<file path="src/rtl/fifo_ptr_ctrl.sv">
// Write/read pointer and occupancy controller for a 16-entry FIFO; status is combinational from the pointers.
// Optional sticky overflow/underflow flags are built only when FIFO_ERR_FLAGS_EN is defined.
module fifo_ptr_ctrl #(
   parameter int AF_LEVEL = 14,
   parameter int AE_LEVEL = 2
) (
   input  logic       clk,
   input  logic       rst,
   input  logic       wr_en,
   input  logic       rd_en,
   output logic       fifo_we,
   output logic       fifo_re,
   output logic [4:0] wptr,
   output logic [4:0] rptr,
   output logic       fifo_full,
   output logic       fifo_empty,
   output logic       fifo_afull,
   output logic       fifo_aempty,
   output logic [4:0] fifo_cnt,
   output logic       fifo_ovf,
   output logic       fifo_udf
);

   localparam logic [4:0] LP_AF = 5'(AF_LEVEL);
   localparam logic [4:0] LP_AE = 5'(AE_LEVEL);

   logic [4:0] r_wptr;
   logic [4:0] r_rptr;
   logic [4:0] w_cnt;
   logic       w_full;
   logic       w_empty;
   logic       w_we;
   logic       w_re;

   // Wrap bit distinguishes full from empty when the slot bits match.
   assign w_empty = (r_wptr == r_rptr);
   assign w_full  = (r_wptr[4] != r_rptr[4]) && (r_wptr[3:0] == r_rptr[3:0]);
   assign w_cnt   = r_wptr - r_rptr;
   assign w_we    = wr_en & ~w_full;
   assign w_re    = rd_en & ~w_empty;

   always_ff @(posedge clk) begin
      if (rst) begin
         r_wptr <= 5'd0;
         r_rptr <= 5'd0;
      end else begin
         if (w_we) r_wptr <= r_wptr + 5'd1;
         if (w_re) r_rptr <= r_rptr + 5'd1;
      end
   end

`ifdef FIFO_ERR_FLAGS_EN
   logic r_ovf;
   logic r_udf;

   always_ff @(posedge clk) begin
      if (rst) begin
         r_ovf <= 1'b0;
         r_udf <= 1'b0;
      end else begin
         if (wr_en && w_full)  r_ovf <= 1'b1;
         if (rd_en && w_empty) r_udf <= 1'b1;
      end
   end

   assign fifo_ovf = r_ovf;
   assign fifo_udf = r_udf;
`else
   assign fifo_ovf = 1'b0;
   assign fifo_udf = 1'b0;
`endif

   assign fifo_we     = w_we;
   assign fifo_re     = w_re;
   assign wptr        = r_wptr;
   assign rptr        = r_rptr;
   assign fifo_full   = w_full;
   assign fifo_empty  = w_empty;
   assign fifo_cnt    = w_cnt;
   assign fifo_afull  = (w_cnt >= LP_AF);
   assign fifo_aempty = (w_cnt <= LP_AE);

endmodule

</file>
<file path="config.mk">
export PLATFORM = sky130hd
export DESIGN_NAME = fifo_ptr_ctrl
export DESIGN_NICKNAME = d
export VERILOG_FILES = /design/src/rtl/fifo_ptr_ctrl.sv
export SDC_FILE = /design/constraint.sdc
export NUM_CORES = 1
export LEC_CHECK = 0
export ABC_AREA = 1
export CAP_MARGIN = 20
export CORE_MARGIN = 3
export CORE_UTILIZATION = 25
export CTS_CLUSTER_DIAMETER = 200
export DETAILED_ROUTE_END_ITERATION = 10
export PLACE_DENSITY = 0.45
export SLEW_MARGIN = 20
export SYNTH_ARGS = -nofsm -noshare
export SYNTH_HDL_FRONTEND = slang
export SYNTH_SLANG_ARGS = --single-unit
</file>
<file path="constraint.sdc">
create_clock -name clk -period 4.8 [get_ports clk]
set_input_delay 0.72 -clock clk [delete_from_list [all_inputs] [get_ports clk]]
set_output_delay 0.72 -clock clk [all_outputs]
set_load 0.05 [all_outputs]
</file>
# Word-level counts from Yosys, hierarchy flattened
# Index checks and enable logic that the tools add are counted.
word_totals:
  regBits: 10
  output_inout_bits: 23
op_classes:
  addsub: 3
  magnitude_cmp: 2
  n_eq_ne: 3
  n_bitwise: 4
  reduce_logical: 1
ops:
  columns: ["operator", "count"]
  rows:
  - ["$add 5x1->5 const B", 2]
  - ["$eq 5x5->1", 1]
  - ["$ge 5x4->1 const B", 1]
  - ["$le 5x2->1 const B", 1]
  - ["$sub 5x5->5", 1]
  - ["$eq 4x4->1", 1]
  - ["$and 1x1->1", 2]
  - ["$not 1->1", 2]
  - ["$logic_and 1x1->1", 1]
  - ["$ne 1x1->1", 1]

# Logic depth before layout (Yosys ltp)
# Gate-level depths: netlist of the first run.
logic_depth:
  ltp_word: 4
  ltp_mapped: 10
  ltp_nobuf: 10

# Worst setup path before layout of the first run
# No wires, ideal clock.
synth_timing:
  path_kind: "reg2out"
  start: "reg r_rptr[0], in the netlist rptr[0]"
  end: "out fifo_aempty"
  arrival_time_ps: 2827
  path_slack_ps: 1253
  path_stages_with_launch: 8
  path_buffers: 0
  path_cell_list: "dfxtp_1 ha_1 inv_1 fa_1 nand3_1 nand2_1 xor2_1 nor2_1"
synth_between:
  elab_chain_cells: 2
synth_rtl:
  columns: ["item", "line", "source"]
  rows:
  - ["start, declared", "28", "logic [4:0] r_rptr;"]
  - ["start signal, assigned", "48", "if (w_re) r_rptr <= r_rptr + 5'd1;"]
  - ["$sub 5x5->5", "38", "assign w_cnt = r_wptr - r_rptr;"]
  - ["named net fifo_cnt[4]", "19", "output logic [4:0] fifo_cnt,"]
  - ["$le 5x2->1", "81", "assign fifo_aempty = (w_cnt <= LP_AE);"]
  - ["end, declared", "18", "output logic fifo_aempty,"]
# The timed path passes the listed nets, and every way through them passes these cells.

# Worst setup path after layout of the first run
layout_timing:
  start: "reg r_wptr[0], in the netlist wptr[0]"
  end: "out fifo_aempty"
layout_between:
  elab_chain_cells: 2
layout_rtl:
  columns: ["item", "line", "source"]
  rows:
  - ["start, declared", "27", "logic [4:0] r_wptr;"]
  - ["start signal, assigned", "47", "if (w_we) r_wptr <= r_wptr + 5'd1;"]
  - ["$sub 5x5->5", "38", null]
  - ["$le 5x2->1", "81", null]
# Every way passes these cells.

==> metrics.cfg, run 1 <==
[synth]
synth_top_family_by_area = simple AND/OR/NAND/NOR gates
synth.largest_area_cell = dfxtp_1
synthTopCellsByArea = dfxtp_1, nand2_1, ha_1
synth_top_cell_area_share = 0.254
synth_warnings = 0
ys.flop_type = dfxtp_1
synth-adder-area-share = 0.121
syn-cell-area_sq_um = 787
synth_common_cells = nand2_1, inv_1, nand3_1
muxShareOfSynthArea = 0
synth_edf_count = 0
synthMostInstantiatedCell = nand2_1
ys_ff_latch = 10
netlist_instances = 120
synthXorXnorAreaFrac = 0.0445
synthArstFlopShare = 0
yosys.area_share.simple = 0.375
synth.avg_cell_area_sq_um = 6.56
ys_types = 19
ys_seq_area_frac = 0.254
synth_compound_area_frac = 0.0859

[die]
io_pins = 27
fp.dieW_um = 62.1
num_rows = 19
die_area_sq_um = 3860
core_sq_um = 2880
die_height_um = 62.1
initial_utilization = 0.274

[grt]
grt_pass1_wl_um = 3280
antenna_found_initial = 0
grt_overflow = 0
grt_usage = 0.104
grt_max_degree = 9
grt_pass1_vias = 717

[sta]
skew_ns = 0.00205
final.period_utilization = 0.706
tightest_slew_ns = 0.506
relSlewSlack = 0.662
hold_viol = 0
worst_hold_slack_ns = 0.531
fin_setup_tns_ns = 0
setup_violations = 0
rsz0062_at_grt = no
maxSlewViolCount = 0
fmax_ghz = 0.295
period_needed_ns = 3.39

[clock_network]
clk_pin_slew_ns = 0.07
hold_buffers = 0
numCtsBuffers = 3
clockBufferDepth = 2
cts-root-buf = clkbuf_4
cts_resized = 0
clock_sinks = 10
insertion_delay_ns = 0.26
htreeDepth = 1
cts_tree = built
postCtsSetupRepairBufs = 0

[route]
first_iter_violations = 9
vias = 785
via_per_inst = 4.20
routed_wl_um = 1920
ant_nets = 0
avgRoutedWirePerCell_um = 10.2
drtPass1Iterations = 4
drc = 0

[pwr]
p_int_w = 0.000204
clockPowerShare = 0.137
leakagePower_nw = 0.511
powerDensity_nw_per_um2 = 394
switchingPower_w = 0.000224
switching_share = 0.523
ir_worst_vdd_mv = 0.140
seq_power_share = 0.228
combPwrFrac = 0.635

[setup_path]
critical_path_class = reg2out
cp.required_ns = 4.08
crit_fanout = 6
arrival_ns = 2.67
cp_cell_sequence = inv_1 -> ha_1 -> inv_1 -> fa_1 -> a22oi_1 -> nand3_1 -> nor2_1 -> clkdlybuf4s50_1
cpPeakStageDelay_ns = 0.80
cp_slowest_cell = clkdlybuf4s50_1
path_common_cell = inv_1
end_kind = output pin
worst_setup_path_start_kind = register

[final_layout]
nFillCells = 343
area_growth_pct = 38.2
antenna-diode-count = 0
nets = 158
fin_util = 0.378
drive_gt1_frac = 0.0759

[run]
drv_cap = 0

[placed_design]
place.gp.congestion = 0.791
dp_hpwl_um = 1490
io_buffers = 24

[status]
status = complete, no violations

[worst_hold_path]
hold_class = reg2reg

per-layer routing:
| layer | track usage | share of wire |
|---|---|---|
| met1 | 0.150 | 0.55 |
| met2 | 0.148 | 0.40 |
| met3 | 0.0198 | 0.045 |
| met4 | 0.0497 | 0.0089 |
| met5 | 0 | 0 |
cells by family after synthesis:
group           count (synthesis)
simple gates                   63
buf+inv                        22
compound gates                 13
flops                          10
fa+ha+maj                       7
xor+xnor                        4
other cells                     1
layout by cell type, fill, tap and decap left out, types with 2 or more instances in the layout:
master,synthesis,layout
inv_1,17,17
clkbuf_4,0,3
o21ai_0,4,4
nand2_2,3,3
a21oi_1,8,8
nand2_4,2,2
nand2_1,29,29
nor2_1,9,9
xor2_1,4,4
conb_1,1,2
nand4_1,4,4
clkdlybuf4s50_1,0,24
dfxtp_1,10,10
ha_1,6,6
inv_2,2,2
nand3_1,15,15
final cells by class:
| cell class | instances | area (sq um) | share of cell area |
|---|---|---|---|
| clock buffers | 3 | 22.5 | 0.0207 |
| repair buffers | 24 | 240 | 0.221 |
| well taps | 42 | 52.6 | 0.0483 |
| multi-input cells | 89 | 500 | 0.460 |
| flip-flops and latches | 10 | 200 | 0.184 |
| inverters | 19 | 71.3 | 0.0656 |
worst max-delay path, delay by kind of cell (launching register included):
family	cells	cell delay, ns
AOI/OAI and AO/OA	1	0.19
and+or+nand+nor	2	0.18
DFF	1	0.43
adders and majority gates	2	0.64
buffers and inverters	3	0.96
registers in the layout, summed over array words and instances (netlist names):
name,count
rptr,5
wptr,5
power groups by stage:
stage,combinational [W],clock (W),sequential (W)
finish,0.000272,0.0000588,0.0000978
global route,0.000289,0.0000685,0.0000992
global placement,0.000274,0,0.0000996
detailed placement,0.000273,0,0.0000999
CTS,0.000274,0.0000631,0.0000977
floorplan,0.000180,0,0.000115
final timing paths:
| kind | from | slack [ns] | depth (start not counted) | end |
|---|---|---|---|---|
| max | wptr[0]$_SDFFE_PP0P_ | 1.41 | 8 | fifo_aempty |
| min | rptr[3]$_SDFFE_PP0P_ | 0.53 | 2 | rptr[3]$_SDFFE_PP0P_ |
| max reg2reg | rptr[2]$_SDFFE_PP0P_ | 3.12 | 9 | wptr[0]$_SDFFE_PP0P_ |
| min reg2reg | rptr[3]$_SDFFE_PP0P_ | 0.53 | 2 | rptr[3]$_SDFFE_PP0P_ |
through the flow:
stage / std cells / cell area, sq um / setup slack, ns / total power [W]
2_1_floorplan: 121 / 791 / 1.25 / 0.000296
5_1_grt: 187 / 1090 / 1.25 / 0.000457
3_3_place_gp: 184 / 1060 / 1.73 / 0.000373
6_report: 187 / 1090 / 1.41 / 0.000429
3_5_place_dp: 184 / 1060 / 1.70 / 0.000373
4_1_cts: 187 / 1090 / 1.40 / 0.000435
No activity file was read; power rests on OpenSTA's default activity.
==> run 2, diff against run 1 <==
--- a/config.mk
+++ b/config.mk
@@ -11,7 +11,7 @@
 export CORE_UTILIZATION = 25
 export CTS_CLUSTER_DIAMETER = 200
 export DETAILED_ROUTE_END_ITERATION = 10
-export PLACE_DENSITY = 0.45
+export PLACE_DENSITY = 0.47
 export SLEW_MARGIN = 20
 export SYNTH_ARGS = -nofsm -noshare
 export SYNTH_HDL_FRONTEND = slang
==> constraint.sdc (replaced) <==
create_clock -name clk -period 2.8 [get_ports clk]
set_input_delay 0.42 -clock clk [delete_from_list [all_inputs] [get_ports clk]]
set_output_delay 0.42 -clock clk [all_outputs]
set_load 0.05 [all_outputs]
==> run 2 against run 1 <==
  * Critical path depth decreased by 3
  * Largest cell class unchanged
  * Critical endpoint is now fifo_cnt[1]
  * Register-to-register slack got worse by 2.0 ns
  * Die area unchanged
  * Non-clock buffer count increased by 2
  * Clock power increased by 72%
==> metrics.cfg, run 2 (synthesis gave the netlist of run 1 again) <==
[clock_network]
cts_tree = built
numCtsBuffers = 3
cts_resized = 0
clock_sinks = 10
postCtsSetupRepairBufs = 0
clockBufferDepth = 2
hold_buffers = 0
cts-root-buf = clkbuf_4
htreeDepth = 1
insertion_delay_ns = 0.26
clk_pin_slew_ns = 0.07

[route]
via_per_inst = 4.24
drtPass1Iterations = 3
first_iter_violations = 8
routed_wl_um = 1980
ant_nets = 0
drc = 0
vias = 801
avgRoutedWirePerCell_um = 10.5

[sta]
hold_viol = 0
fin_setup_tns_ns = 0
rsz0062_at_grt = no
fin_ws_ns = 0.164
maxSlewViolCount = 0
final.period_utilization = 0.941
skew_ns = 0.000284
relSlewSlack = 0.665
period_needed_ns = 2.64
tightest_slew_ns = 0.501
fmax_ghz = 0.379
setup_violations = 0

[final_layout]
nets = 160
layout.cells.most_common = nand2_1
antenna-diode-count = 0
nFillCells = 313
final_cell_mix = nand2_1, inv_1, nand3_1, clkdlybuf4s50_1, buf_4
drive_gt1_frac = 0.177
area_growth_pct = 41.3
final_area_sq_um = 1110

[pwr]
ir_worst_vdd_mv = 0.276
powerDensity_nw_per_um2 = 680
leakagePower_nw = 0.553
power.total_w = 0.000756

[grt]
antenna_found_initial = 0
grt_usage = 0.112
grt_max_degree = 8
grt_pass1_vias = 775
grt_pass1_wl_um = 3570
grt_overflow = 0

[worst_hold_path]
hold_end = rptr[4]$_SDFFE_PP0P_
holdPathStages = 2
hp-start = rptr[4]$_SDFFE_PP0P_
hold_class = reg2reg

[run]
drv_cap = 0

[setup_path]
critical_path_class = reg2out
worst_setup_path_start_kind = register
reg2regPathDepth = 9
rr_endpoint = wptr[0]$_SDFFE_PP0P_
rr_startpoint = rptr[3]$_SDFFE_PP0P_
r2r_slack_ns = 1.17
crit_fanout = 6
arrival_ns = 2.22
end_kind = output pin
cp.required_ns = 2.38

[die]
core_sq_um = 2880
die_height_um = 62.1
num_rows = 19
initial_utilization = 0.274
io_pins = 27
fp.dieW_um = 62.1
die_area_sq_um = 3860

[placed_design]
io_buffers = 24
place_ws_ns = 0.376
place.gp.congestion = 0.781
dp_hpwl_um = 1590
place_area_sq_um = 1090

[status]
status = complete, no violations

==> run 2: changes by cell type in the layout (fill, tap and decap cells not counted), moves of 2 or more <==
| cell | change |
|---|---|
| dfxtp_1 | -2 |
| clkdlybuf4s50_1 | -9 |
| dfxtp_2 | +2 |
| buf_4 | +9 |
==> run 2: cell type report <==
type	instances	area, sq um	area share
repair buffers	26	250	0.225
flip-flops and latches	10	203	0.182
clock buffers	3	22.5	0.0202
multi-input cells	89	513	0.461
well taps	42	52.6	0.0472
inverters	19	71.3	0.0641
==> run 2: report_power, final <==
part	internal (W)	leakage (nW)	switching [W]
combinational	0.000161	0.457	0.000327
sequential	0.000152	0.0821	0.0000151
clock	0.0000497	0.0138	0.0000516
==> run 2: how the worst max path moves through the flow <==
| stage | startpoint | end | slack, ns | cells past startpoint |
|---|---|---|---|---|
| 2_1_floorplan | rptr[1]$_SDFFE_PP0P_ | fifo_aempty | 0.03 | 5 |
| 3_3_place_gp | wptr[0]$_SDFFE_PP0P_ | fifo_cnt[2] | 0.39 | 8 |
| 3_5_place_dp | wptr[0]$_SDFFE_PP0P_ | fifo_cnt[2] | 0.38 | 8 |
| 4_1_cts | wptr[0]$_SDFFE_PP0P_ | fifo_cnt[2] | 0.07 | 8 |
| 5_1_grt | wptr[0]$_SDFFE_PP0P_ | fifo_cnt[1] | 0.06 | 5 |
| 6_report | wptr[0]$_SDFFE_PP0P_ | fifo_cnt[1] | 0.16 | 5 |
==> run 2: routing by layer <==
layer  up-vias  wire length, um  GRT usage
met2        20              869      0.171
met3         4              105     0.0234
li1        432                -          -
met1       345              972      0.146
met5         -                0          0
met4         0               31     0.0663
==> run 2: stage by stage <==
stage | hold slack, ns | util | cells
final | 0.528 | 0.387 | 189
after global routing | 0.571 | 0.387 | 189
after CTS | 0.531 | 0.386 | 189
after detailed placement | 0.518 | 0.378 | 186
after global placement | 0.516 | 0.378 | 186
after floorplan | 0.489 | - | 121
==> run 2: worst max-delay path, stage by stage (launching register included) <==
cell and delay [ns]:
dfxtp_2 0.35, inv_1 0.08, ha_1 0.14, inv_1 0.06, fa_1 0.52, clkdlybuf4s50_1 0.81
==> run 3, diff against run 2 <==
--- a/config.mk
+++ b/config.mk
@@ -11,7 +11,6 @@
 export CORE_UTILIZATION = 25
 export CTS_CLUSTER_DIAMETER = 200
 export DETAILED_ROUTE_END_ITERATION = 10
-export PLACE_DENSITY = 0.47
 export SLEW_MARGIN = 20
 export SYNTH_ARGS = -nofsm -noshare
 export SYNTH_HDL_FRONTEND = slang
==> run 3 against run 2 <==
  * Fmax increased by 0.19%
  * Count of clock-buffer cells in the layout stayed put
  * Sequential power barely moved
  * Global-route usage shrank 0.75 points
  * Total power decreased by 1.1%
  * Cell area fell by 1.8%
  * Register-to-register slack worse by 0.05 ns
  * Wire length decreased by 3.8%
  * Die area unchanged
  * Critical endpoint unchanged
  * Sequential share of layout area is 0.33 points higher
==> metrics.cfg, run 3 (synthesis gave the netlist of run 1 again) <==
[die]
fp.dieW_um = 62.1
die_area_sq_um = 3860
die_height_um = 62.1
num_rows = 19
initial_utilization = 0.274
io_pins = 27
core_sq_um = 2880

[setup_path]
worst_setup_path_start_kind = register
rr_endpoint = wptr[0]$_SDFFE_PP0P_
end_kind = output pin
rr_startpoint = rptr[2]$_SDFFE_PP0P_
arrival_ns = 2.21
r2r_slack_ns = 1.12
crit_fanout = 6
cp.required_ns = 2.38
reg2regPathDepth = 9
critical_path_class = reg2out

[pwr]
powerDensity_nw_per_um2 = 685
p_int_w = 0.000361
power.total_w = 0.000748
combPwrFrac = 0.648
switchingPower_w = 0.000387
leakagePower_nw = 0.530
switching_share = 0.518
ir_worst_vdd_mv = 0.265
clockPowerShare = 0.127
seq_power_share = 0.226

[final_layout]
final_cell_mix = nand2_1, inv_1, nand3_1, clkdlybuf4s50_1
antenna-diode-count = 0
stdcell_count = 187
nFillCells = 310
layout.cells.most_common = nand2_1
drive_gt1_frac = 0.172
nets = 158
area_growth_pct = 38.8

[placed_design]
dp_cells = 184
place.gp.congestion = 0.730
io_buffers = 24
dp_hpwl_um = 1550

[clock_network]
cts-root-buf = clkbuf_4
cts_tree = built
clockBufferDepth = 2
postCtsSetupRepairBufs = 0
hold_buffers = 0
numCtsBuffers = 3
clock_sinks = 10
cts_resized = 0
htreeDepth = 1
clk_pin_slew_ns = 0.06
insertion_delay_ns = 0.26

[route]
routed_wl_um = 1900
vias = 811
drc = 0
via_per_inst = 4.34
first_iter_violations = 28
avgRoutedWirePerCell_um = 10.2
route.met2.wl_um = 851
wl_met3_um = 137
ant_nets = 0
wl_met1_um = 915
drtPass1Iterations = 6
dr.max_layer_used = met3

[sta]
hold_viol = 0
period_needed_ns = 2.63
fin_setup_tns_ns = 0
maxSlewViolCount = 0
setup_violations = 0
worst_hold_slack_ns = 0.530
skew_ns = 0.00540
tightest_slew_ns = 0.530
final.period_utilization = 0.940
rsz0062_at_grt = no
relSlewSlack = 0.646
fmax_ghz = 0.380

[worst_hold_path]
hp-start = wptr[0]$_SDFFE_PP0P_
hold_class = reg2reg
hold_end = wptr[0]$_SDFFE_PP0P_
holdPathStages = 2

[grt]
grt_overflow = 0
grt_pass1_wl_um = 3420
grt_max_degree = 9
antenna_found_initial = 0
grt_pass1_vias = 790
grt_usage = 0.105

[status]
status = complete, no violations

[run]
drv_cap = 0

==> run 3: cell type report <==
cell class / count / area [sq um] / share of cell area
inverter: 19 / 71.3 / 0.0653
clock buffer: 3 / 22.5 / 0.0206
timing repair buffer: 24 / 230 / 0.211
tap: 42 / 52.6 / 0.0481
multi-input combinational: 89 / 513 / 0.470
sequential: 10 / 203 / 0.186
==> run 3: worst max-delay path by stage <==
stage / startpoint / to / slack [ns] / depth (start not counted)
5_1_grt: wptr[0]$_SDFFE_PP0P_ / fifo_cnt[1] / 0.07 / 5
3_3_place_gp: wptr[0]$_SDFFE_PP0P_ / fifo_cnt[1] / 0.46 / 5
4_1_cts: wptr[0]$_SDFFE_PP0P_ / fifo_cnt[1] / 0.16 / 5
3_5_place_dp: wptr[0]$_SDFFE_PP0P_ / fifo_cnt[1] / 0.44 / 5
2_1_floorplan: rptr[1]$_SDFFE_PP0P_ / fifo_aempty / 0.03 / 5
6_report: wptr[0]$_SDFFE_PP0P_ / fifo_cnt[1] / 0.17 / 5
==> run 3: worst max-delay path, stage by stage, from the launching register on <==
cell	delay, ns
dfxtp_2	0.35
inv_1	0.08
ha_1	0.14
inv_1	0.05
fa_1	0.52
clkdlybuf4s50_1	0.81
==> run 3: power groups by stage <==
| stage | Sequential [W] | Combinational [W] | Clock (W) |
|---|---|---|---|
| 6_report | 0.000169 | 0.000485 | 0.0000948 |
| 5_1_grt | 0.000171 | 0.000520 | 0.000106 |
| 4_1_cts | 0.000169 | 0.000488 | 0.0000986 |
| 3_5_place_dp | 0.000172 | 0.000487 | 0 |
| 3_3_place_gp | 0.000170 | 0.000486 | 0 |
| 2_1_floorplan | 0.000198 | 0.000317 | 0 |
==> run 3: per-layer routing <==
layer | vias to the layer above | global-route usage
met5 | - | 0
met1 | 354 | 0.132
met3 | 0 | 0.0216
met4 | 0 | 0.0497
met2 | 28 | 0.171
li1 | 429 | -
==> run 3: stage by stage <==
| step | utilization | setup slack [ns] | area [sq um] |
|---|---|---|---|
| 2_1_floorplan | - | 0.0259 | 806 |
| 3_3_place_gp | 0.372 | 0.463 | 1070 |
| 3_5_place_dp | 0.372 | 0.438 | 1070 |
| 4_1_cts | 0.380 | 0.155 | 1090 |
| 5_1_grt | 0.380 | 0.0684 | 1090 |
| 6_report | 0.380 | 0.169 | 1090 |
